$ cat config.mk
export PLATFORM = sky130hd
export DESIGN_NAME = uart_receiver_flat
export DESIGN_NICKNAME = d
export VERILOG_FILES = /design/src/rtl/uart_receiver_if.sv /design/src/rtl/uart_receiver.sv /design/src/flat_wrapper.sv
export SDC_FILE = /design/constraint.sdc
export NUM_CORES = 1
export LEC_CHECK = 0
export ABC_AREA = 1
export BUFFER_PORTS_ARGS = -buffer_cell sky130_fd_sc_hd__buf_2
export CAP_MARGIN = 20
export CORE_MARGIN = 3
export CORE_UTILIZATION = 58
export DETAILED_ROUTE_END_ITERATION = 6
export GPL_TIMING_DRIVEN = 0
export PLACE_DENSITY = 0.82
export SYNTH_ARGS = -nofsm -noshare
export SYNTH_HDL_FRONTEND = slang
export SYNTH_SLANG_ARGS = --single-unit
$ cat constraint.sdc
create_clock -name clk_rx -period 1.97 [get_ports clk_rx]
set_input_delay 0.0985 -clock clk_rx [delete_from_list [all_inputs] [get_ports clk_rx]]
set_output_delay 0.0985 -clock clk_rx [all_outputs]
set_load 0.01 [all_outputs]
$ cat src/rtl/uart_receiver_if.sv
// Receiver-side bus: serial line and frame configuration in, received byte and status out.
interface uart_receiver_if;
    logic       rx;
    logic       d_num;
    logic       s_num;
    logic [1:0] par;
    logic [7:0] data_out;
    logic       r_done;
    logic       par_err;
    logic       frame_err;
    logic       busy;

    modport master (
        output rx, d_num, s_num, par,
        input  data_out, r_done, par_err, frame_err, busy
    );

    modport slave (
        input  rx, d_num, s_num, par,
        output data_out, r_done, par_err, frame_err, busy
    );
endinterface

$ cat src/rtl/uart_receiver.sv
// Purpose: oversampling UART receiver (7/8 data bits, optional parity, 1/2 stop bits); optional macro UART_RX_MAJORITY_VOTE_EN.
// Latency: r_done 2 + OVERSAMPLE/2 + N*OVERSAMPLE + 1 cycles after the rx falling edge (+1 with majority vote).
// Backpressure: none; the consumer must take data_out on the r_done pulse, outputs hold until the next frame.
module uart_receiver #(
    parameter int OVERSAMPLE = 16
) (
    input  logic           clk_rx,
    input  logic           reset,
    uart_receiver_if.slave bus
);
    localparam int CW = (OVERSAMPLE > 2) ? $clog2(OVERSAMPLE) : 1;
`ifdef UART_RX_MAJORITY_VOTE_EN
    localparam int VOTE = 1;
`else
    localparam int VOTE = 0;
`endif
    localparam logic [CW-1:0] TICK_MID = CW'(OVERSAMPLE / 2 - 1 + VOTE);
    localparam logic [CW-1:0] TICK_BIT = CW'(OVERSAMPLE - 1);

    typedef enum logic [2:0] {IDLE, START, DATA, PARITY, STOP} state_t;

    state_t        state;
    logic          rx_m;
    logic          rx_s;
    logic [CW-1:0] tick;
    logic [2:0]    pos;
    logic [7:0]    sh;
    logic          cfg_d;
    logic          cfg_s;
    logic [1:0]    cfg_par;
    logic          pe_int;
    logic          fe_int;
    logic          stop2;
    logic          armed;
    logic [7:0]    data_q;
    logic          r_done_q;
    logic          par_err_q;
    logic          frame_err_q;
    logic          busy_q;
    logic          bit_val;
    logic          par_en;
    logic          par_calc;

`ifdef UART_RX_MAJORITY_VOTE_EN
    logic rx_h1;
    logic rx_h2;

    always_ff @(posedge clk_rx) begin
        if (!reset) begin
            rx_h1 <= 1'b1;
            rx_h2 <= 1'b1;
        end else begin
            rx_h1 <= rx_s;
            rx_h2 <= rx_h1;
        end
    end

    // Decision tick is mid+1, so rx_s/rx_h1/rx_h2 are the mid+1/mid/mid-1 samples.
    assign bit_val = (rx_s & rx_h1) | (rx_s & rx_h2) | (rx_h1 & rx_h2);
`else
    assign bit_val = rx_s;
`endif

    assign par_en   = (cfg_par == 2'b01) || (cfg_par == 2'b10);
    // sh[7] stays 0 in 7-bit mode, so one reduction covers both widths.
    assign par_calc = ^sh;

    always_ff @(posedge clk_rx) begin
        if (!reset) begin
            state       <= IDLE;
            rx_m        <= 1'b1;
            rx_s        <= 1'b1;
            tick        <= '0;
            pos         <= '0;
            sh          <= '0;
            cfg_d       <= 1'b0;
            cfg_s       <= 1'b0;
            cfg_par     <= 2'b00;
            pe_int      <= 1'b0;
            fe_int      <= 1'b0;
            stop2       <= 1'b0;
            armed       <= 1'b1;
            data_q      <= '0;
            r_done_q    <= 1'b0;
            par_err_q   <= 1'b0;
            frame_err_q <= 1'b0;
            busy_q      <= 1'b0;
        end else begin
            rx_m     <= bus.rx;
            rx_s     <= rx_m;
            r_done_q <= 1'b0;
            case (state)
                IDLE: begin
                    tick <= '0;
                    if (rx_s) begin
                        armed <= 1'b1;
                    end else if (armed) begin
                        state   <= START;
                        busy_q  <= 1'b1;
                        cfg_d   <= bus.d_num;
                        cfg_s   <= bus.s_num;
                        cfg_par <= bus.par;
                        sh      <= '0;
                        pos     <= '0;
                        pe_int  <= 1'b0;
                        fe_int  <= 1'b0;
                        stop2   <= 1'b0;
                    end
                end
                START: begin
                    if (tick == TICK_MID) begin
                        tick <= '0;
                        if (bit_val) begin
                            state  <= IDLE;
                            busy_q <= 1'b0;
                        end else begin
                            state <= DATA;
                        end
                    end else begin
                        tick <= tick + 1'b1;
                    end
                end
                DATA: begin
                    if (tick == TICK_BIT) begin
                        tick    <= '0;
                        sh[pos] <= bit_val;
                        pos     <= pos + 1'b1;
                        if (pos == {2'b11, cfg_d})
                            state <= par_en ? PARITY : STOP;
                    end else begin
                        tick <= tick + 1'b1;
                    end
                end
                PARITY: begin
                    if (tick == TICK_BIT) begin
                        tick   <= '0;
                        state  <= STOP;
                        pe_int <= (cfg_par == 2'b10) ? (bit_val ^ par_calc) : ~(bit_val ^ par_calc);
                    end else begin
                        tick <= tick + 1'b1;
                    end
                end
                STOP: begin
                    if (tick == TICK_BIT) begin
                        tick <= '0;
                        if (!bit_val)
                            fe_int <= 1'b1;
                        if (cfg_s && !stop2) begin
                            stop2 <= 1'b1;
                        end else begin
                            // Back to IDLE at mid-stop so an immediate next start edge is caught;
                            // a low stop disarms detection until the line returns high.
                            state       <= IDLE;
                            busy_q      <= 1'b0;
                            r_done_q    <= 1'b1;
                            data_q      <= sh;
                            par_err_q   <= pe_int;
                            frame_err_q <= fe_int | ~bit_val;
                            armed       <= bit_val;
                        end
                    end else begin
                        tick <= tick + 1'b1;
                    end
                end
                default: begin
                    state  <= IDLE;
                    busy_q <= 1'b0;
                end
            endcase
        end
    end

    assign bus.data_out  = data_q;
    assign bus.r_done    = r_done_q;
    assign bus.par_err   = par_err_q;
    assign bus.frame_err = frame_err_q;
    assign bus.busy      = busy_q;
endmodule

$ cat src/flat_wrapper.sv
// flat-port wrapper written by rule: the top's interface ports become plain ports
module uart_receiver_flat 
#(
    parameter int OVERSAMPLE = 16
)
  (clk_rx, reset, bus_rx, bus_d_num, bus_s_num, bus_par, bus_data_out, bus_r_done, bus_par_err, bus_frame_err, bus_busy);
  uart_receiver_if bus_i ();
  input  logic clk_rx;
  input  logic reset;
  input wire logic [$bits(bus_i.rx)-1:0] bus_rx;
  input wire logic [$bits(bus_i.d_num)-1:0] bus_d_num;
  input wire logic [$bits(bus_i.s_num)-1:0] bus_s_num;
  input wire logic [$bits(bus_i.par)-1:0] bus_par;
  output wire logic [$bits(bus_i.data_out)-1:0] bus_data_out;
  output wire logic [$bits(bus_i.r_done)-1:0] bus_r_done;
  output wire logic [$bits(bus_i.par_err)-1:0] bus_par_err;
  output wire logic [$bits(bus_i.frame_err)-1:0] bus_frame_err;
  output wire logic [$bits(bus_i.busy)-1:0] bus_busy;
  assign bus_i.rx = bus_rx;
  assign bus_i.d_num = bus_d_num;
  assign bus_i.s_num = bus_s_num;
  assign bus_i.par = bus_par;
  assign bus_data_out = bus_i.data_out;
  assign bus_r_done = bus_i.r_done;
  assign bus_par_err = bus_i.par_err;
  assign bus_frame_err = bus_i.frame_err;
  assign bus_busy = bus_i.busy;
  uart_receiver #(.OVERSAMPLE(OVERSAMPLE)) u_core (.clk_rx(clk_rx), .reset(reset), .bus(bus_i));
endmodule
==> impl_metrics.env <==
export IMPL_cpPeakStageDelay_ns=0.42
export IMPL_drt_pass1_iter_count=4
export IMPL_grt_max_degree=13
export IMPL_yosys_area_share_simple_pct=32.9
export IMPL_gpl_final_weighted_congestion=0.842
export IMPL_yosys_top_cells_area="sky130_fd_sc_hd__dfxtp_1, sky130_fd_sc_hd__nand2_1, sky130_fd_sc_hd__a21oi_1, sky130_fd_sc_hd__nor2_1, sky130_fd_sc_hd__inv_1"
export IMPL_clock_tree_root_cell="sky130_fd_sc_hd__clkbuf_4"
export IMPL_cp_num_buf_inv=1
export IMPL_synthesis_area_um2=2090
export IMPL_via_count=1872
export IMPL_setup_worst_path_class="reg2reg"
export IMPL_synth_xor_xnor_area_share_pct=0.839
export IMPL_netlist_cell_type_count=36
export IMPL_clock_sinks=40
export IMPL_area_delta_synth_final_pct=11.7
export IMPL_hold_slack_ns=0.0156
export IMPL_summed_negative_setup_slack_over_all_endpoints_ns=0
export IMPL_crit_end_category="flop"
export IMPL_die_width_um=66.0
export IMPL_postSynthRegisterBits=40
export IMPL_post_cts_resized=0
export IMPL_yosysTopAreaCellShare_pct=38.4
export IMPL_fillerInstances=289
export IMPL_rsz0062_at_grt="no"
export IMPL_postSynthAreaPerCell_um2=7.12
export IMPL_timing_critical_path_slowest_stage_cell="sky130_fd_sc_hd__dfxtp_1"
export IMPL_largest_family_of_logic_cells_by_synthesized_area="simple AND/OR/NAND/NOR gates"
export IMPL_worst_setup_path_start_kind="flop"
export IMPL_placement_rows=21
export IMPL_post_dp_hpwl_mm=3.17
export IMPL_slew_viol_final=0
export IMPL_place_port_buffers=18
export IMPL_clock_tree_buffer_depth=2
export IMPL_routedWlPerCell_um=11.6
export IMPL_tritoncts="built"
export IMPL_antennaDiodeCount=0
export IMPL_core_area_um2=3390
export IMPL_power_density_nw_per_um2=1100
export IMPL_report_power_total_w=0.00256
export IMPL_track_usage_pct=21.8
export IMPL_worstHoldPathType="in2reg"
export IMPL_maxClockFrequency_ghz=0.576
export IMPL_final_common_cell="sky130_fd_sc_hd__nand2_1"
export IMPL_clk_transition_reported_paths_ns=0.12
export IMPL_fp_dieH_um=66.0
export IMPL_finalHoldViolations=0
export IMPL_setup_violations=0
export IMPL_crit_path_max_fanout=5
export IMPL_cp_data_required_time_ns=2.24
export IMPL_max_cap_viol_count=0
export IMPL_route_detailed_drc=0
export IMPL_critical_path_cell_chain="ha_1 -> nand2_2 -> nor2_4 -> inv_1 -> o21ai_2 -> nand2_1 -> nor2_4 -> nand2_1 -> nand2_1 -> nor2_1"
export IMPL_static_leakage_nw=1.07
export IMPL_ir_drop_uv=701
export IMPL_tritoncts_num_buffers=5
export IMPL_io_pins=19
export IMPL_via_count_of_the_first_global_routing_pass=1628
export IMPL_clk_latency_ns=0.36
export IMPL_final_antenna_net_count=0
export IMPL_postSynthNetCount=303
export IMPL_status="finished, final reports clean"
export IMPL_area_occupied_by_multi_input_gates_um2=1080
export IMPL_layout_common_cells="sky130_fd_sc_hd__nand2_1, sky130_fd_sc_hd__dfxtp_1, sky130_fd_sc_hd__nor2_1"
export IMPL_netlist_top_cell_by_area="sky130_fd_sc_hd__dfxtp_1"
export IMPL_synth_compound_gate_area_share_pct=16.5
export IMPL_cts_max_level=2
export IMPL_timing_max_slew_rel_slack_pct=66.4
export IMPL_grt_pass1_wl_mm=7.20
export IMPL_design_die_area_um2=4350
export IMPL_cp_delay_by_family_top="simple AND/OR/NAND/NOR gates"
export IMPL_min_period_over_period_pct=88.1
export IMPL_critical_path_arrival_ns=2.00
export IMPL_routed_vias_inst=5.10
export IMPL_layout_nets=330
export IMPL_wl_mm=4.24
export IMPL_floorplan_initialDensity_pct=61.6
export IMPL_post_synth_fa_ha_maj_area_fraction_pct=1.80
export IMPL_synth_mux_area_share_pct=0
export IMPL_yosysWarnings=0
export IMPL_detailedRoute_firstIterationViolations=108
export IMPL_grt_overflow_total=0
export IMPL_seq_area_frac_synth_pct=38.4
export IMPL_proportion_of_layout_cells_with_a_drive_suffix_above_1_pct=18.1
export IMPL_layout_min_cycle_time_ns=1.74
export IMPL_antenna_found_initial=0
export IMPL_timing_worst_slew_pin_value_ns=0.504
export IMPL_clock_skew_final_ns=0.00656
export IMPL_flip_flop_and_latch_area_um2=801
export IMPL_post_synth_inst_count=293
export IMPL_critical_path_top_cell_by_count="sky130_fd_sc_hd__nand2_1"
-- worst reg2reg max path, stage by stage, from the launching register on --
cell and delay, ns:
sky130_fd_sc_hd__dfxtp_1 0.42, sky130_fd_sc_hd__ha_1 0.21, sky130_fd_sc_hd__nand2_2 0.09, sky130_fd_sc_hd__nor2_4 0.17, sky130_fd_sc_hd__inv_1 0.11, sky130_fd_sc_hd__o21ai_2 0.22
sky130_fd_sc_hd__nand2_1 0.13, sky130_fd_sc_hd__nor2_4 0.14, sky130_fd_sc_hd__nand2_1 0.07, sky130_fd_sc_hd__nand2_1 0.05, sky130_fd_sc_hd__nor2_1 0.04
-- synthesized netlist by cell type --
cell type / instances
sky130_fd_sc_hd__o211ai_1: 1
sky130_fd_sc_hd__o2111ai_1: 1
sky130_fd_sc_hd__or2_2: 2
sky130_fd_sc_hd__clkinv_4: 1
sky130_fd_sc_hd__inv_2: 5
sky130_fd_sc_hd__nand3_1: 13
sky130_fd_sc_hd__xor2_1: 1
sky130_fd_sc_hd__nand2_2: 2
sky130_fd_sc_hd__o21ai_2: 1
sky130_fd_sc_hd__nor2_8: 2
sky130_fd_sc_hd__inv_4: 1
sky130_fd_sc_hd__nor3_1: 1
sky130_fd_sc_hd__nor2_1: 36
sky130_fd_sc_hd__nand2_4: 4
sky130_fd_sc_hd__buf_8: 1
sky130_fd_sc_hd__a31oi_1: 2
sky130_fd_sc_hd__clkbuf_1: 3
sky130_fd_sc_hd__a21oi_1: 30
sky130_fd_sc_hd__nor3b_1: 1
sky130_fd_sc_hd__inv_1: 32
sky130_fd_sc_hd__nor3_2: 3
sky130_fd_sc_hd__o21ai_0: 21
sky130_fd_sc_hd__o21ai_1: 2
sky130_fd_sc_hd__xnor2_1: 1
sky130_fd_sc_hd__buf_2: 2
sky130_fd_sc_hd__o21ai_4: 1
sky130_fd_sc_hd__buf_6: 1
sky130_fd_sc_hd__ha_1: 3
sky130_fd_sc_hd__a21oi_2: 2
sky130_fd_sc_hd__nand2_1: 69
sky130_fd_sc_hd__nand3_4: 1
sky130_fd_sc_hd__dfxtp_1: 40
sky130_fd_sc_hd__o21a_1: 1
sky130_fd_sc_hd__nand4_1: 2
sky130_fd_sc_hd__nor2_4: 3
sky130_fd_sc_hd__nand3_2: 1
-- repair_timing --
item                       in CTS  in global routing
hold endpoints to repair        2                  0
setup endpoints to repair       0                  0
hold buffers                    2                  0
setup buffers                   0                  0
-- per-layer routing --
metal	GRT usage (%)	wire, um
met5	0	0
met1	28.5	2060
met3	4.08	171
met2	34.0	1910
met4	11.4	102
-- registers in the layout (all words and copies together), names as in the netlist --
signal	flops
u_core.armed	1
u_core.bit_val	1
u_core.bus.busy	1
u_core.bus.data_out	8
u_core.bus.frame_err	1
u_core.bus.par_err	1
u_core.bus.r_done	1
u_core.cfg_d	1
u_core.cfg_par	2
u_core.cfg_s	1
u_core.fe_int	1
u_core.pe_int	1
u_core.pos	3
u_core.rx_m	1
u_core.sh	8
u_core.state	3
u_core.stop2	1
u_core.tick	4
-- cells by family (layout without fill, tap and decap cells) --
group | Yosys count | count (layout)
buffers and inverters | 46 | 74
XOR/XNOR | 2 | 2
AO/OA/AOI/OAI | 62 | 62
adder cells (fa/ha/maj) | 3 | 3
AND/OR/NAND/NOR | 140 | 140
flip-flops | 40 | 40
-- where the power goes --
| part | internal, W | total, W | switching [W] |
|---|---|---|---|
| Clock | 0.000266 | 0.000540 | 0.000274 |
| Combinational | 0.000346 | 0.00100 | 0.000658 |
| Sequential | 0.000926 | 0.00102 | 0.0000936 |
-- final cells by class --
cell class / instances / share of cell area [%]
Sequential cell: 40 / 34.4
Buffer: 7 / 2.04
Multi-Input combinational cell: 207 / 46.5
Clock buffer: 6 / 1.77
Timing Repair Buffer: 20 / 4.72
Tap cell: 46 / 2.47
Clock inverter: 2 / 1.50
Inverter: 39 / 6.60
-- through the flow --
| step | util (%) | std cells | setup slack, ns | area (um2) |
|---|---|---|---|---|
| after floorplan | - | 293 | 0.478 | 2090 |
| after global placement | 65.9 | 357 | 0.300 | 2230 |
| after detailed placement | 65.9 | 357 | 0.276 | 2230 |
| after CTS | 68.8 | 367 | 0.227 | 2330 |
| after global routing | 68.8 | 367 | 0.0895 | 2330 |
| final | 68.8 | 367 | 0.234 | 2330 |
-- final timing paths --
kind | from | end | slack (ns) | cells past startpoint
worst max-delay path | u_core.tick[0] | u_core.state[1] | 0.23 | 10
worst min-delay path | bus_par[1] | u_core.cfg_par[1] | 0.02 | 3
worst max register to register | u_core.tick[0] | u_core.state[1] | 0.23 | 10
worst min register to register | u_core.rx_m | u_core.bit_val | 0.43 | 1
Power figures use the tool's default switching activity.
